$ cat src/rtl/vram_wr_sched_pkg.sv
// vram_sched_pkg: shared types, region sizes and FSM encodings for the VRAM port-B write scheduler
package vram_sched_pkg;
    localparam int AW_DEF  = 12;
    localparam int DW_DEF  = 64;
    localparam int BEW_DEF = 8;
    localparam int REGION_WORDS [4] = '{2048, 4096, 512, 256};
    typedef enum logic [1:0] {TIL = 2'd0, PAT = 2'd1, PAL = 2'd2, SPR = 2'd3} region_e;
    typedef struct packed {
        region_e              region;
        logic [AW_DEF-1:0]    addr;
        logic [DW_DEF-1:0]    data;
        logic [BEW_DEF-1:0]   byteena;
    } fifo_entry_t;
    localparam logic [1:0] ST_IDLE  = 2'd0;
    localparam logic [1:0] ST_DRAIN = 2'd1;
    localparam logic [1:0] ST_FILL  = 2'd2;
    function automatic logic [3:0] onehot4(logic [1:0] r);
        return 4'b0001 << r;
    endfunction
endpackage

$ cat src/rtl/vram_wr_sched_fifo.sv
// sync_fifo: first-word-fall-through FIFO with occupancy count; storage is not reset, pointers are
module sync_fifo #(
    parameter int WIDTH = 8,
    parameter int DEPTH = 16
) (
    input  logic                         clk,
    input  logic                         rst,
    input  logic                         push,
    input  logic                         pop,
    input  logic [WIDTH-1:0]             din,
    output logic [WIDTH-1:0]             dout,
    output logic [$clog2(DEPTH+1)-1:0]   count
);
    localparam int PW = $clog2(DEPTH);
    localparam int CW = $clog2(DEPTH + 1);
    logic [WIDTH-1:0] mem_q [DEPTH];
    logic [PW-1:0] rd_q, rd_d, wr_q, wr_d;
    logic [CW-1:0] cnt_q, cnt_d;
    always_comb begin
        rd_d  = rd_q + PW'(pop);
        wr_d  = wr_q + PW'(push);
        cnt_d = cnt_q + CW'(push) - CW'(pop);
    end
    always_ff @(posedge clk) begin
        if (rst) begin
            rd_q  <= '0;
            wr_q  <= '0;
            cnt_q <= '0;
        end else begin
            rd_q  <= rd_d;
            wr_q  <= wr_d;
            cnt_q <= cnt_d;
        end
    end
    always_ff @(posedge clk) begin
        if (push) mem_q[wr_q] <= din;
    end
    assign dout  = mem_q[rd_q];
    assign count = cnt_q;
endmodule

$ cat src/rtl/vram_wr_sched.sv
// vram_wr_sched: queues CPU writes and region fills, committing them to VRAM port B only inside the vblank/immediate window
module vram_wr_sched
    import vram_sched_pkg::*;
#(
    parameter int DEPTH     = 16,
    parameter int AW        = AW_DEF,
    parameter int DW        = DW_DEF,
    parameter int BEW       = BEW_DEF,
    parameter int TIL_WORDS = REGION_WORDS[0],
    parameter int PAT_WORDS = REGION_WORDS[1],
    parameter int PAL_WORDS = REGION_WORDS[2],
    parameter int SPR_WORDS = REGION_WORDS[3]
) (
    input  logic                         clk,
    input  logic                         rst,
    input  logic                         wr_valid,
    output logic                         wr_ready,
    input  logic [1:0]                   wr_region,
    input  logic [AW-1:0]                wr_addr,
    input  logic [DW-1:0]                wr_data,
    input  logic [BEW-1:0]               wr_byteena,
    input  logic                         fill_start,
    input  logic [1:0]                   fill_region,
    input  logic [DW-1:0]                fill_data,
    output logic                         fill_busy,
    input  logic                         vblank,
    input  logic                         immediate,
    output logic [AW-1:0]                vram_addr_b,
    output logic [DW-1:0]                vram_wrdata_b,
    output logic [BEW-1:0]               vram_byteena_b,
    output logic [3:0]                   vram_wren_b,
    output logic [$clog2(DEPTH+1)-1:0]   fifo_count,
    output logic                         err
);
    localparam int CW = $clog2(DEPTH + 1);
    fifo_entry_t in_e, out_e;
    logic window, push, pop, fill_acc, in_range, pop_ok, fill_go, fill_last;
    logic [1:0] state_q, state_d, fill_region_q, fill_region_d;
    logic [AW-1:0] cnt_q, cnt_d, addr_q, addr_d;
    logic [DW-1:0] fill_data_q, fill_data_d, wrdata_q, wrdata_d;
    logic [BEW-1:0] be_q, be_d;
    logic [3:0] wren_q, wren_d;
    logic [CW-1:0] barrier_q, barrier_d;
    logic fill_pend_q, fill_pend_d, err_q, err_d;

    function automatic logic [AW:0] words(logic [1:0] r);
        return r == 2'd0 ? (AW+1)'(TIL_WORDS) : r == 2'd1 ? (AW+1)'(PAT_WORDS) :
               r == 2'd2 ? (AW+1)'(PAL_WORDS) : (AW+1)'(SPR_WORDS);
    endfunction

    sync_fifo #(.WIDTH($bits(fifo_entry_t)), .DEPTH(DEPTH)) u_fifo (
        .clk   (clk),
        .rst   (rst),
        .push  (push),
        .pop   (pop),
        .din   (in_e),
        .dout  (out_e),
        .count (fifo_count)
    );

    assign wr_ready = fifo_count < CW'(DEPTH);
    always_comb begin
        in_e.region  = region_e'(wr_region);
        in_e.addr    = wr_addr;
        in_e.data    = wr_data;
        in_e.byteena = wr_byteena;
        window    = vblank | immediate;
        push      = wr_valid & wr_ready;
        fill_acc  = fill_start & ~fill_pend_q;
        in_range  = {1'b0, out_e.addr} < words(out_e.region);
        pop_ok    = window & (fifo_count != '0) & (~fill_pend_q | (barrier_q != '0));
        fill_go   = window & fill_pend_q & (barrier_q == '0);
        fill_last = {1'b0, cnt_q} == words(fill_region_q) - (AW+1)'(1);
        pop           = 1'b0;
        state_d       = state_q;
        cnt_d         = cnt_q;
        addr_d        = addr_q;
        wrdata_d      = wrdata_q;
        be_d          = be_q;
        wren_d        = '0;
        fill_pend_d   = fill_pend_q;
        fill_region_d = fill_region_q;
        fill_data_d   = fill_data_q;
        err_d         = err_q | (fill_start & fill_pend_q);
        if (state_q == ST_FILL) begin
            if (window) begin
                wren_d   = onehot4(fill_region_q);
                addr_d   = cnt_q;
                wrdata_d = fill_data_q;
                be_d     = '1;
                cnt_d    = fill_last ? '0 : cnt_q + AW'(1);
                state_d  = fill_last ? ST_IDLE : ST_FILL;
                fill_pend_d = ~fill_last;
            end
        end else if (state_q == ST_IDLE && fill_go) begin
            state_d = ST_FILL;
        end else if (pop_ok) begin
            // out-of-range entries are consumed silently: no strobe, port-B bus holds
            pop     = 1'b1;
            state_d = ST_DRAIN;
            wren_d  = in_range ? onehot4(out_e.region) : 4'b0000;
            addr_d   = in_range ? out_e.addr : addr_q;
            wrdata_d = in_range ? out_e.data : wrdata_q;
            be_d     = in_range ? out_e.byteena : be_q;
            err_d    = err_d | ~in_range;
        end else begin
            state_d = ST_IDLE;
        end
        if (fill_acc) begin
            fill_pend_d   = 1'b1;
            fill_region_d = fill_region;
            fill_data_d   = fill_data;
        end
        barrier_d = fill_acc ? fifo_count - CW'(pop) :
                    (pop && barrier_q != '0) ? barrier_q - CW'(1) : barrier_q;
    end

    always_ff @(posedge clk) begin
        if (rst) begin
            state_q       <= ST_IDLE;
            cnt_q         <= '0;
            addr_q        <= '0;
            wrdata_q      <= '0;
            be_q          <= '0;
            wren_q        <= '0;
            fill_pend_q   <= 1'b0;
            fill_region_q <= '0;
            fill_data_q   <= '0;
            barrier_q     <= '0;
            err_q         <= 1'b0;
        end else begin
            state_q       <= state_d;
            cnt_q         <= cnt_d;
            addr_q        <= addr_d;
            wrdata_q      <= wrdata_d;
            be_q          <= be_d;
            wren_q        <= wren_d;
            fill_pend_q   <= fill_pend_d;
            fill_region_q <= fill_region_d;
            fill_data_q   <= fill_data_d;
            barrier_q     <= barrier_d;
            err_q         <= err_d;
        end
    end

    assign vram_addr_b    = addr_q;
    assign vram_wrdata_b  = wrdata_q;
    assign vram_byteena_b = be_q;
    assign vram_wren_b    = wren_q;
    assign fill_busy      = fill_pend_q;
    assign err            = err_q;
endmodule
$ cat config.mk
export PLATFORM = sky130hd
export DESIGN_NAME = vram_wr_sched
export DESIGN_NICKNAME = d
export VERILOG_FILES = /design/src/rtl/vram_wr_sched_pkg.sv /design/src/rtl/vram_wr_sched_fifo.sv /design/src/rtl/vram_wr_sched.sv
export SDC_FILE = /design/constraint.sdc
export NUM_CORES = 2
export LEC_CHECK = 0
export BUFFER_PORTS_ARGS = -buffer_cell sky130_fd_sc_hd__buf_2
export CAP_MARGIN = 20
export CORE_MARGIN = 2
export CORE_UTILIZATION = 35
export DETAILED_ROUTE_END_ITERATION = 10
export GPL_TIMING_DRIVEN = 0
export PLACE_DENSITY = 0.53
export SYNTH_ARGS = -nofsm -noshare
export SYNTH_HDL_FRONTEND = slang
export SYNTH_SLANG_ARGS = --single-unit
$ cat constraint.sdc
create_clock -name clk -period 11.06 [get_ports clk]
set_input_delay 2.212 -clock clk [delete_from_list [all_inputs] [get_ports clk]]
set_output_delay 2.212 -clock clk [all_outputs]
set_load 0.03 [all_outputs]
; ---- Yosys cells after proc, flatten, opt, wreduce, memory -nomap -nowiden
; Memories as Yosys holds them, arrays and structs flattened. A register that Yosys moved wholly into a read port is not among the register bits.
; Cells that the tools add are included.
[op_classes]
n_addsub = 8
n_lt_le_gt_ge = 2
eq_ne = 8
shift = 2
n_mux = 46
n_bitwise = 14
n_reduce_logical = 16
[op_table]
columns = operator, n
row1 = $mux 64, 5
row2 = $mux 12, 6
row3 = $mux 13, 4
row4 = $mux 8, 5
row5 = $mux 4, 6
row6 = $mux 10, 2
row7 = $eq 12x13->1, 1
row8 = $lt 12x13->1, 1
row9 = $sub 13x1->13 const B, 1
row10 = $add 12x1->12 const B, 1
row11 = $mux 1, 12
row12 = $mux 5, 2
row13 = $reduce_bool 2->1, 5
row14 = $reduce_bool 5->1, 2
row15 = $sub 5x1->5, 2
row16 = $add 4x1->4, 2
row17 = $mux 2, 4
row18 = $shl 1x2->4 const A, 2
row19 = $and 1x1->1, 7
row20 = $eq 2x2->1 const B, 3
row21 = $logic_not 2->1, 3
row22 = $add 5x1->5, 1
row23 = $logic_not 5->1, 1
row24 = $lt 5x5->1 const B, 1
row25 = 8 further kinds, 17
[totals]
reg_bits = 188
ram_bits = 1376
out_inout_bits = 96
elab_cells = 111
mem_count = 1
[mem_list]
columns = name, depth, word_bits, read_ports, rd_clocked_by_memory_dff, write_ports, line_no
row1 = u_fifo.mem_q, 16, 86, 1, 1, 1, vram_wr_sched_fifo.sv:16  ; logic [WIDTH-1:0] mem_q [DEPTH];

; ---- Longest topological paths before layout
[depth]
ltp_word = 10
depth_mapped = 15
ltp_nobuf = 12

; ---- Modules after synthesis
; Synthesis repeated with hierarchy kept, for this count alone.
[hier_totals]
hier_cells = 3097
hier_area_um2 = 59692.2
[by_module_without_submodules]
columns = mod, instances, cells_per_inst, area_per_inst_um2, seq_area_each_um2
row1 = sync_fifo, 1, 2182, 52032.4, 41579.9
row2 = vram_wr_sched, 1, 915, 7659.8, 3503.4

; ---- Worst setup path before layout
; OpenSTA, ideal clock, no wires.
[synth_path]
path_type = input-to-reg
startpoint = in wr_valid
endpoint = mem u_fifo.mem_q[0][0] (netlist bit) (enable)
setup_time_ns = 0.636
arrival_time_ns = 8.835
required_time_ns = 10.424
path_slack_ns = 1.590
path_stages = 3
path_buffers = 0
cell_sequence = nor2b_1 -> or3b_2 -> nor3_1
[synth_via]
elab_chain_cells = 3
[synth_lines]
columns = element, line_no
row1 = start: declaration, vram_wr_sched.sv:16  ; input logic wr_valid,
row2 = $and 1x1->1, vram_wr_sched.sv:68  ; push = wr_valid & wr_ready;
row3 = $mux 1, vram_wr_sched_fifo.sv:36  ; if (push) mem_q[wr_q] <= din;
row4 = $mux 1 (not written as such), vram_wr_sched_fifo.sv:36
row5 = end: declaration, vram_wr_sched_fifo.sv:16
; Every way passes these cells.

==> flow_metrics.py <==
metrics = {
    "die": {
        "die-area_um2": 173000,
        "start_util": 0.352,
        "rows": 151,
        "die_w_um": 416,
        "die_y_um": 416,
        "ios": 254,
        "coreArea_um2": 169000,
    },
    "setup_path": {
        "cp_num_buf_inv": 5,
        "critical_path_depth": 13,
        "critPathMostFrequentCell": "mux4_2",
        "crit_path_max_incr_delay_ps": 660,
        "worst_ep_required_time_ps": 11700,
        "worst_setup_path_start_kind": "register",
        "rr_worst_depth": 13,
        "crit_path_cell_trace": "buf_2, buf_1, clkbuf_1, mux4_2, mux4_2, ha_1, a2111oi_1, o311ai_1, nand4_2, buf_6, buf_4, mux2i_1, nor2_1",
        "crit_arrival_ps": 5960,
        "endpoint_kind": "register",
        "path_delay_family": "buffers and inverters",
        "worstSetupPathType": "register to register",
        "crit_slowest_cell": "clkbuf_1",
        "critical_path_peak_fanout": 10,
    },
    "logic_synthesis": {
        "netlist-cell-type-count": 54,
        "synthFlopType": "edfxtp_1",
        "synth.area.top_cells": "edfxtp_1 (69%), mux4_2 (16%), dfxtp_1 (6.3%)",
        "synthMostInstantiatedCell": "edfxtp_1",
        "yosysWarnings": 0,
        "postSynthCellCount": 2905,
        "synth-edff-count": 1376,
        "synth_seq_cells": 1564,
        "synthTopCellsByCount": "edfxtp_1 (1376), mux4_2 (425), nand2_1 (298), dfxtp_1 (188), nor2_1 (121)",
        "synth.avg_cell_area_um2": 20.5,
        "syn_nets": 3080,
        "synth-seq-area-share": 0.757,
        "synth-async-reset-ratio": 0,
        "synth_top_area_cell": "edfxtp_1",
        "netlist_area_um2": 59500,
        "synth.top_cell.area_share": 0.694,
    },
    "global_routing": {
        "grt_max_degree": 21,
        "grt_pass1_vias": 31337,
        "grt_overflow": 0,
        "antenna_found_initial": 43,
        "grt_usage": 0.193,
        "grt_pass1_wl_mm": 236,
    },
    "final_layout": {
        "final_layout_size_suffix_gt1_frac": 0.324,
        "synthToLayoutAreaGrowth_pct": 19.3,
        "nNetsFinal": 3624,
        "final_cells": 5802,
    },
    "clocking": {
        "cts_hold_buf": 0,
        "root_buffer": "clkbuf_16",
        "clkTransAtPathRegs_ps": 60,
        "post_cts_buffers": 0,
        "ctsResizeCount": 0,
        "clkSinkCount": 1564,
        "cts_tree": "done",
        "clk_latency_ps": 790,
        "cts_inserted_buffers": 156,
        "htreeDepth": 4,
        "clockBufferDepth": 3,
    },
    "pwr": {
        "ir_drop_mv": 0.137,
        "p_leak_nw": 22.7,
        "power.density_nw_per_um2": 234,
        "finalPower_w": 0.0166,
    },
    "sta": {
        "tightestPinTransition_ps": 1250,
        "finalSetupViolCount": 0,
        "fin_crit_sh": 0.481,
        "fmax_ghz": 0.188,
        "rsz0062_at_grt": "no",
        "period_needed_ps": 5320,
        "setup_tns_ps": 0,
        "maxSlewViolCount": 0,
        "relSlewSlack": 0.170,
        "clock_skew_ps": 19.7,
        "hold_viol": 0,
    },
    "status": {
        "status": "completed",
    },
    "routing": {
        "viasPerCell": 5.26,
        "vias": 30544,
        "drtIter0Drc": 2724,
        "dr.pass1.iters": 5,
        "wire_per_inst_um": 28.9,
        "drt-total-wl_mm": 168,
        "final_antenna_net_count": 0,
        "drc": 0,
    },
    "placed_design": {
        "finalWeightedCongestion": 0.793,
        "placed_cells": 5508,
        "io_buffers": 252,
        "dp_hpwl_mm": 113,
    },
    "worst_hold_path": {
        "min_path_cells": 2,
        "hold_path_class": "register to register",
    },
    "flow_run": {
        "max_cap_viol_count": 0,
    },
}
==> cell usage in the layout (no fill, tap or decap), types with 8 or more instances in the layout <==
master     count
inv_1         12
o221a_2        8
a21oi_1       78
bufinv_16     17
dfxtp_1      188
nor2b_1       11
buf_6         53
clkinv_1      27
xnor2_1       13
clkbuf_16    164
buf_1         25
nand2_1      298
diode_2        8
xor2_1        13
clkbuf_1     117
clkinv_2      31
o21ai_0        8
mux2i_1        8
buf_16        10
buf_12        50
nor2_4        12
ha_1          16
mux4_2       425
buf_8         21
nand3_1       15
buf_2        298
edfxtp_1    1376
a311oi_2      30
a311oi_1      45
nor2_1       109
==> worst reg2reg max path, stage by stage, from the launching register on <==
cell and delay [ps]:
dfxtp_1 330, buf_2 270, buf_1 480, clkbuf_1 660, mux4_2 430, mux4_2 580
ha_1 340, a2111oi_1 460, o311ai_1 190, nand4_2 440, buf_6 350, buf_4 350
mux2i_1 250, nor2_1 50
==> kinds of logic after synthesis <==
family	after synthesis	share of synthesized area
and+or+nand+nor	489	0.0338
muxes	433	0.162
adders and majority gates	17	0.00370
xor gates and xnor gates	26	0.00382
DFF	1564	0.757
AOI/OAI and AO/OA	193	0.0261
buffers and inverters	183	0.0133
==> report_power, final <==
| group | switching [W] | total, W | internal, W |
|---|---|---|---|
| clock network | 0.00223 | 0.00538 | 0.00315 |
| registers | 0.000143 | 0.00686 | 0.00672 |
| logic | 0.00260 | 0.00436 | 0.00176 |
==> stage by stage <==
| step | utilization | setup slack [ps] | hold WS [ps] | area, um2 |
|---|---|---|---|---|
| 6_report | 0.420 | 5740 | 455 | 71100 |
| 4_1_cts | 0.420 | 5660 | 457 | 71000 |
| 3_3_place_gp | 0.376 | -8260 | 445 | 63600 |
| 2_1_floorplan | - | 1590 | 414 | 59500 |
| 5_1_grt | 0.420 | 5440 | 476 | 71000 |
| 3_5_place_dp | 0.389 | 5630 | 442 | 65800 |
==> routing by layer <==
| layer | global-route usage | part of all wire | up-vias |
|---|---|---|---|
| met1 | 0.238 | 0.39 | 16378 |
| li1 | - | - | 12989 |
| met5 | 0 | 0.00094 | - |
| met3 | 0.0339 | 0.050 | 286 |
| met2 | 0.336 | 0.51 | 865 |
| met4 | 0.0786 | 0.041 | 26 |
==> area by class of cell <==
class | count | area [um2]
antenna | 8 | 20.0
buffer | 169 | 742
clock buffer | 199 | 4310
clock inverter | 86 | 870
fill | 14838 | 98200
inverter | 14 | 52.6
multi-input combinational | 1158 | 13800
sequential | 1564 | 45100
tap | 2218 | 2780
timing repair buffer | 386 | 3430
==> registers in the layout (all words and copies together), names as in the netlist, 5 cells and up <==
| name | count |
|---|---|
| u_fifo.mem_q | 1376 |
| vram_byteena_b | 8 |
| cnt_q | 12 |
| vram_wrdata_b | 64 |
| barrier_q | 5 |
| fill_data_q | 64 |
| vram_addr_b | 12 |
| u_fifo.count | 5 |
==> worst paths after layout <==
check,slack (ps),from,endpoint
max,5740,u_fifo.rd_q[1],vram_addr_b[10]
min,450,fill_data_q[12],fill_data_q[12]
max reg2reg,5740,u_fifo.rd_q[1],vram_addr_b[10]
min reg2reg,450,fill_data_q[12],fill_data_q[12]
No activity file was read; power rests on OpenSTA's default activity.
